===== src/rtl/bram_stream_fifo_ctrl_pkg.sv =====
// Shared constants and math helpers for the BRAM streaming FIFO controller.
package bram_stream_fifo_ctrl_pkg;

  localparam int STAGE_DEPTH = 2;

  function automatic int clog2(input int value);
    int v;
    int r;
    v = value - 1;
    r = 0;
    while (v > 0) begin
      r++;
      v = v >> 1;
    end
    return r;
  endfunction

endpackage


===== src/rtl/stream_skid_buf2.sv =====
// Two-entry show-ahead output stage: registered head word, one tail slot behind it.
module stream_skid_buf2
  import bram_stream_fifo_ctrl_pkg::*;
#(
  parameter int C_DATA_WIDTH = 64
) (
  input  logic                    clk,
  input  logic                    rst,
  input  logic                    wr_en,
  input  logic [C_DATA_WIDTH-1:0] wr_data,
  output logic                    rd_valid,
  output logic [C_DATA_WIDTH-1:0] rd_data,
  input  logic                    rd_ready,
  output logic [1:0]              cnt
);

  logic [C_DATA_WIDTH-1:0] head_q;
  logic [C_DATA_WIDTH-1:0] tail_q;
  logic [1:0]              cnt_q;
  logic                    pop;

  assign pop      = rd_valid && rd_ready;
  assign rd_valid = (cnt_q != 2'd0);
  assign rd_data  = head_q;
  assign cnt      = cnt_q;

  always_ff @(posedge clk) begin
    if (rst) begin
      cnt_q <= 2'd0;
    end else begin
      case ({wr_en, pop})
        2'b10:   cnt_q <= cnt_q + 1'b1;
        2'b01:   cnt_q <= cnt_q - 1'b1;
        default: cnt_q <= cnt_q;
      endcase
    end
  end

  // Data slots carry no reset; occupancy alone decides what is meaningful.
  always_ff @(posedge clk) begin
    if (pop && (cnt_q == 2'(STAGE_DEPTH))) begin
      head_q <= tail_q;
      if (wr_en) tail_q <= wr_data;
    end else if (wr_en) begin
      if ((cnt_q == 2'd0) || pop) head_q <= wr_data;
      else                        tail_q <= wr_data;
    end
  end

endmodule


===== src/rtl/bram_stream_fifo_ctrl.sv =====
// Valid/ready FIFO controller around a registered-read simple-dual-port BRAM,
// with a 2-entry show-ahead stage hiding the one-cycle read latency.
module bram_stream_fifo_ctrl
  import bram_stream_fifo_ctrl_pkg::*;
#(
  parameter  int C_DATA_WIDTH  = 64,
  parameter  int C_RAM_DEPTH   = 512,
  parameter  int C_ALMOST_FULL = C_RAM_DEPTH - 4,
  localparam int AW            = clog2(C_RAM_DEPTH)
) (
  input  logic                    clk,
  input  logic                    rst,
  input  logic                    din_valid,
  input  logic [C_DATA_WIDTH-1:0] din,
  output logic                    din_ready,
  output logic                    dout_valid,
  output logic [C_DATA_WIDTH-1:0] dout,
  input  logic                    dout_ready,
  output logic [AW-1:0]           ram_wrAddr,
  output logic [C_DATA_WIDTH-1:0] ram_datain,
  output logic                    ram_wren,
  output logic [AW-1:0]           ram_rdAddr,
  output logic                    ram_rden,
  input  logic [C_DATA_WIDTH-1:0] ram_dataout,
  output logic [AW+1:0]           count,
  output logic                    full,
  output logic                    almost_full,
  output logic                    empty
);

  localparam logic [AW:0]   RAM_FULL = (AW+1)'(C_RAM_DEPTH);
  localparam logic [AW+1:0] AF_LEVEL = (AW+2)'(C_ALMOST_FULL);

  logic [AW-1:0] wr_ptr;
  logic [AW-1:0] rd_ptr;
  logic [AW:0]   ram_cnt;
  logic          inflight;
  logic [1:0]    stage_cnt;
  logic [2:0]    stage_occ;
  logic          push;
  logic          pop;

  // ram_cnt counts only completed writes, so a read never targets the word
  // being written this cycle, and freeing a slot never feeds din_ready combinationally.
  assign din_ready  = !rst && (ram_cnt != RAM_FULL);
  assign push       = din_valid && din_ready;
  assign pop        = dout_valid && dout_ready;
  assign stage_occ  = {1'b0, stage_cnt} + {2'b0, inflight};
  assign ram_rden   = !rst && (ram_cnt != '0) &&
                      (stage_occ < 3'(STAGE_DEPTH) + {2'b0, pop});

  assign ram_wren   = push;
  assign ram_wrAddr = wr_ptr;
  assign ram_datain = din;
  assign ram_rdAddr = rd_ptr;

  assign full        = (ram_cnt == RAM_FULL);
  assign almost_full = (count >= AF_LEVEL);
  assign empty       = (count == '0);

  always_ff @(posedge clk) begin
    if (rst) begin
      wr_ptr   <= '0;
      rd_ptr   <= '0;
      ram_cnt  <= '0;
      inflight <= 1'b0;
      count    <= '0;
    end else begin
      if (push)     wr_ptr <= wr_ptr + 1'b1;
      if (ram_rden) rd_ptr <= rd_ptr + 1'b1;
      inflight <= ram_rden;
      case ({push, ram_rden})
        2'b10:   ram_cnt <= ram_cnt + 1'b1;
        2'b01:   ram_cnt <= ram_cnt - 1'b1;
        default: ram_cnt <= ram_cnt;
      endcase
      // Total occupancy only moves on the stream handshakes.
      case ({push, pop})
        2'b10:   count <= count + 1'b1;
        2'b01:   count <= count - 1'b1;
        default: count <= count;
      endcase
    end
  end

  stream_skid_buf2 #(
    .C_DATA_WIDTH(C_DATA_WIDTH)
  ) u_stage (
    .clk      (clk),
    .rst      (rst),
    .wr_en    (inflight),
    .wr_data  (ram_dataout),
    .rd_valid (dout_valid),
    .rd_data  (dout),
    .rd_ready (dout_ready),
    .cnt      (stage_cnt)
  );

endmodule


===== config.mk =====
export PLATFORM = sky130hd
export DESIGN_NAME = bram_stream_fifo_ctrl
export DESIGN_NICKNAME = d
export VERILOG_FILES = /design/src/rtl/bram_stream_fifo_ctrl_pkg.sv /design/src/rtl/stream_skid_buf2.sv /design/src/rtl/bram_stream_fifo_ctrl.sv
export SDC_FILE = /design/constraint.sdc
export NUM_CORES = 1
export LEC_CHECK = 0
export CORE_ASPECT_RATIO = 0.75
export CORE_MARGIN = 1
export CORE_UTILIZATION = 25
export DETAILED_ROUTE_END_ITERATION = 7
export PLACE_DENSITY = 0.6
export SLEW_MARGIN = 20
export SYNTH_ARGS = -nofsm -noshare
export SYNTH_HDL_FRONTEND = slang
export SYNTH_HIERARCHICAL = 1
export SYNTH_SLANG_ARGS = --single-unit

===== constraint.sdc =====
create_clock -name clk -period 11 [get_ports clk]
set_clock_uncertainty 0.1 [all_clocks]
set_input_delay 3.3 -clock clk [delete_from_list [all_inputs] [get_ports clk]]
set_output_delay 3.3 -clock clk [all_outputs]
set_load 0.03 [all_outputs]

==> flow_metrics.env <==
export IMPL_worstMarginPinSlew_ns=0.949
export IMPL_dp_hpwl_um=11500
export IMPL_yosys_warnings=6
export IMPL_grt_overflow_total=0
export IMPL_cts_buffer_depth=2
export IMPL_fin_crit_ns=8.84
export IMPL_met3_usage_pct=5.31
export IMPL_wirelength_um=17700
export IMPL_antenna_found_initial=0
export IMPL_synthDistinctLibCells=59
export IMPL_ir_worst_vdd_v=0.000169
export IMPL_syn_inst=576
export IMPL_core_area_mm2=0.0315
export IMPL_max_slew_margin_pct=36.7
export IMPL_cts_resized=0
export IMPL_cts_max_level=4
export IMPL_required_ns=7.60
export IMPL_dieArea_mm2=0.0330
export IMPL_whs_ns=0.411
export IMPL_utilization_pct=32.5
export IMPL_crit_chain="clkdlybuf4s50_1 > nand2_1 > o21ai_0 > o211a_1 > clkdlybuf4s50_1"
export IMPL_rsz0062_at_grt="false"
export IMPL_yosys_register_bits=170
export IMPL_clock_sinks=170
export IMPL_post_cts_buffers=0
export IMPL_synthesis_area_mm2=0.00806
export IMPL_max_cap_violations=0
export IMPL_cts_buffers=17
export IMPL_clock_latency_ns=0.44
export IMPL_nNetsFinal=844
export IMPL_setup_violations=0
export IMPL_ff2ff_path_depth=13
export IMPL_cp_arrival_ns=5.44
export IMPL_grt_pass1_wl_um=27000
export IMPL_cpMostUsedCell="clkdlybuf4s50_1"
export IMPL_power_density_mw_per_mm2=251
export IMPL_power_leakage_nw=3.87
export IMPL_max_stage_delay_ns=0.76
export IMPL_die_h_um=158
export IMPL_crit_type="in -> out"
export IMPL_synth_xor_area_share_pct=2.93
export IMPL_synth_edf_count=128
export IMPL_holdCritPathClass="reg -> reg"
export IMPL_root_buffer="clkbuf_16"
export IMPL_synth_top_family_by_area="multiplexers"
export IMPL_postSynthNetCount=734
export IMPL_reg2reg_slack_ns=6.96
export IMPL_grt_usage_pct=10.8
export IMPL_worstSetupEndpointType="primary output"
export IMPL_grt_busiest_layer="met2"
export IMPL_holdBufCountCts=0
export IMPL_cp_top_family="buffers and inverters"
export IMPL_slowest_stage="clkdlybuf4s50_1"
export IMPL_die_w_um=209
export IMPL_final_cells=1105
export IMPL_dp_cells=1073
export IMPL_clkTransAtPathRegs_ns=0.07
export IMPL_tns_ns=0
export IMPL_final_antenna_net_count=0
export IMPL_synth_seq_area_share_pct=58.1
export IMPL_vias_per_cell=4.27
export IMPL_cp_depth=5
export IMPL_num_vias=4719
export IMPL_syn_avg_cell_area_um2=14.0
export IMPL_synthArstFlopShare_pct=0
export IMPL_fp_row_count=56
export IMPL_first_global_vias=4588
export IMPL_diodes=0
export IMPL_drv_slew=0
export IMPL_place_congestion=0.772
export IMPL_cts_tree="yes"
export IMPL_timing_final_crit_share_pct=80.4
export IMPL_outcome="completed"
export IMPL_whs_path_depth=2
export IMPL_synth_fa_ha_area_share_pct=4.22
export IMPL_fin_area_mm2=0.0102
export IMPL_max_freq_mhz=113
export IMPL_crit_fanout=11
export IMPL_postPlaceCellArea_mm2=0.00963
export IMPL_synth_compound_area_share_pct=5.76
export IMPL_use_met1_pct=14.4
export IMPL_synth_simple_area_share_pct=7.59
export IMPL_io_pins=296
export IMPL_hold_viol_final=0
export IMPL_place_port_buffers=167
export IMPL_total_power_mw=2.56
export IMPL_finalWorstSetupSlack_ns=2.16
export IMPL_grt_start_max_net_pins=65
export IMPL_post_place_ws_ns=2.17
export IMPL_drcViolationCount=0
export IMPL_area_delta_synth_final_pct=26.9
export IMPL_muxShareOfSynthArea_pct=12.7
export IMPL_path_buf_inv=2
export IMPL_crit_path_start_kind="primary input"
export IMPL_synthFlopType="edfxtp_1"
export IMPL_routedWlPerCell_um=16.0
export IMPL_drive_gt1_share_pct=16.5
export IMPL_drt_iter0_drc=175
export IMPL_met2_usage_pct=15.0
export IMPL_drt_pass1_iter_count=7
export IMPL_start_util_pct=25.6
sequential cells by signal, summed over array words and instances (netlist names):
register / count
u_stage/tail_q: 64
u_stage/rd_data: 64
count: 11
ram_cnt: 10
ram_rdAddr: 9
u_stage/cnt: 2
inflight: 1
ram_wrAddr: 9
per-layer routing:
layer  wire (um)  vias to the layer above
met3        1550                       16
met2        7440                      179
li1            -                     2280
met5           0                        -
met1        8530                     2244
met4         191                        0
final timing paths:
path | end | start
worst min-delay path | ram_wrAddr[5]$_SDFFE_PP0P_ | ram_wrAddr[5]$_SDFFE_PP0P_
worst min register to register | ram_wrAddr[5]$_SDFFE_PP0P_ | ram_wrAddr[5]$_SDFFE_PP0P_
worst max-delay path | ram_rden | dout_ready
worst max register to register | count[10]$_SDFFE_PP0P_ | ram_cnt[0]$_SDFFE_PP0P_
power by group:
group,switching (mW),internal [mW]
logic,0.589,0.392
registers,0.0741,0.901
clock network,0.285,0.324
cell families (layout without fill, tap and decap cells):
family,Yosys count,count (layout)
adder cells (fa/ha/maj),26,26
flip-flops,170,170
multiplexers,72,72
XOR/XNOR,27,27
AND/OR/NAND/NOR,124,124
AO/OA/AOI/OAI,64,64
buffers and inverters,93,216
layout by cell type (no fill, tap or decap), drive strengths merged, types with 6 or more instances in the layout:
cell	count
nor2	48
nand4	15
dfxtp	42
o21ai	14
xor2	19
ha	24
mux2	65
edfxtp	128
a21oi	16
mux2i	7
xnor2	8
nand2	25
clkdlybuf4s50	166
a21o	6
clkbuf	19
buf	6
inv	18
final cells by class:
class	count	area, um^2
Fill cell	3096	21200
Sequential cell	170	4680
Multi-Input combinational cell	313	2690
Timing Repair Buffer	172	1700
Tap cell	406	508
Clock buffer	19	433
Clock inverter	13	158
Inverter	12	45.0
worst min-delay path, cell delays in order, from the launching register on:
cell	delay [ns]
dfxtp_1	0.33
o21ai_0	0.08
a21oi_1	0.06
synthesized netlist by cell type, types with 4 or more instances:
cell      count  share of area, %
edfxtp_1    128                48
buf_4        64               6.0
mux2_4       60                11
nor2_1       47               2.2
dfxtp_1      42                10
nand2_1      25               1.2
ha_1         24               3.7
xor2_1       19               2.1
a21oi_1      15              0.93
nand4_1      14               1.1
inv_1        12              0.56
o21ai_0      12              0.75
xnor2_1       8              0.87
mux2i_1       7              0.87
buf_12        6               1.5
a21o_1        5              0.47
and3_1        5              0.39
clkbuf_1      5              0.23
nor2b_1       5              0.39
buf_1         4              0.19
mux2_2        4              0.56
nor3_1        4              0.25
o311ai_0      4              0.43
o32a_1        4              0.50
or3_1         4              0.31
Power figures use the tool's default switching activity.
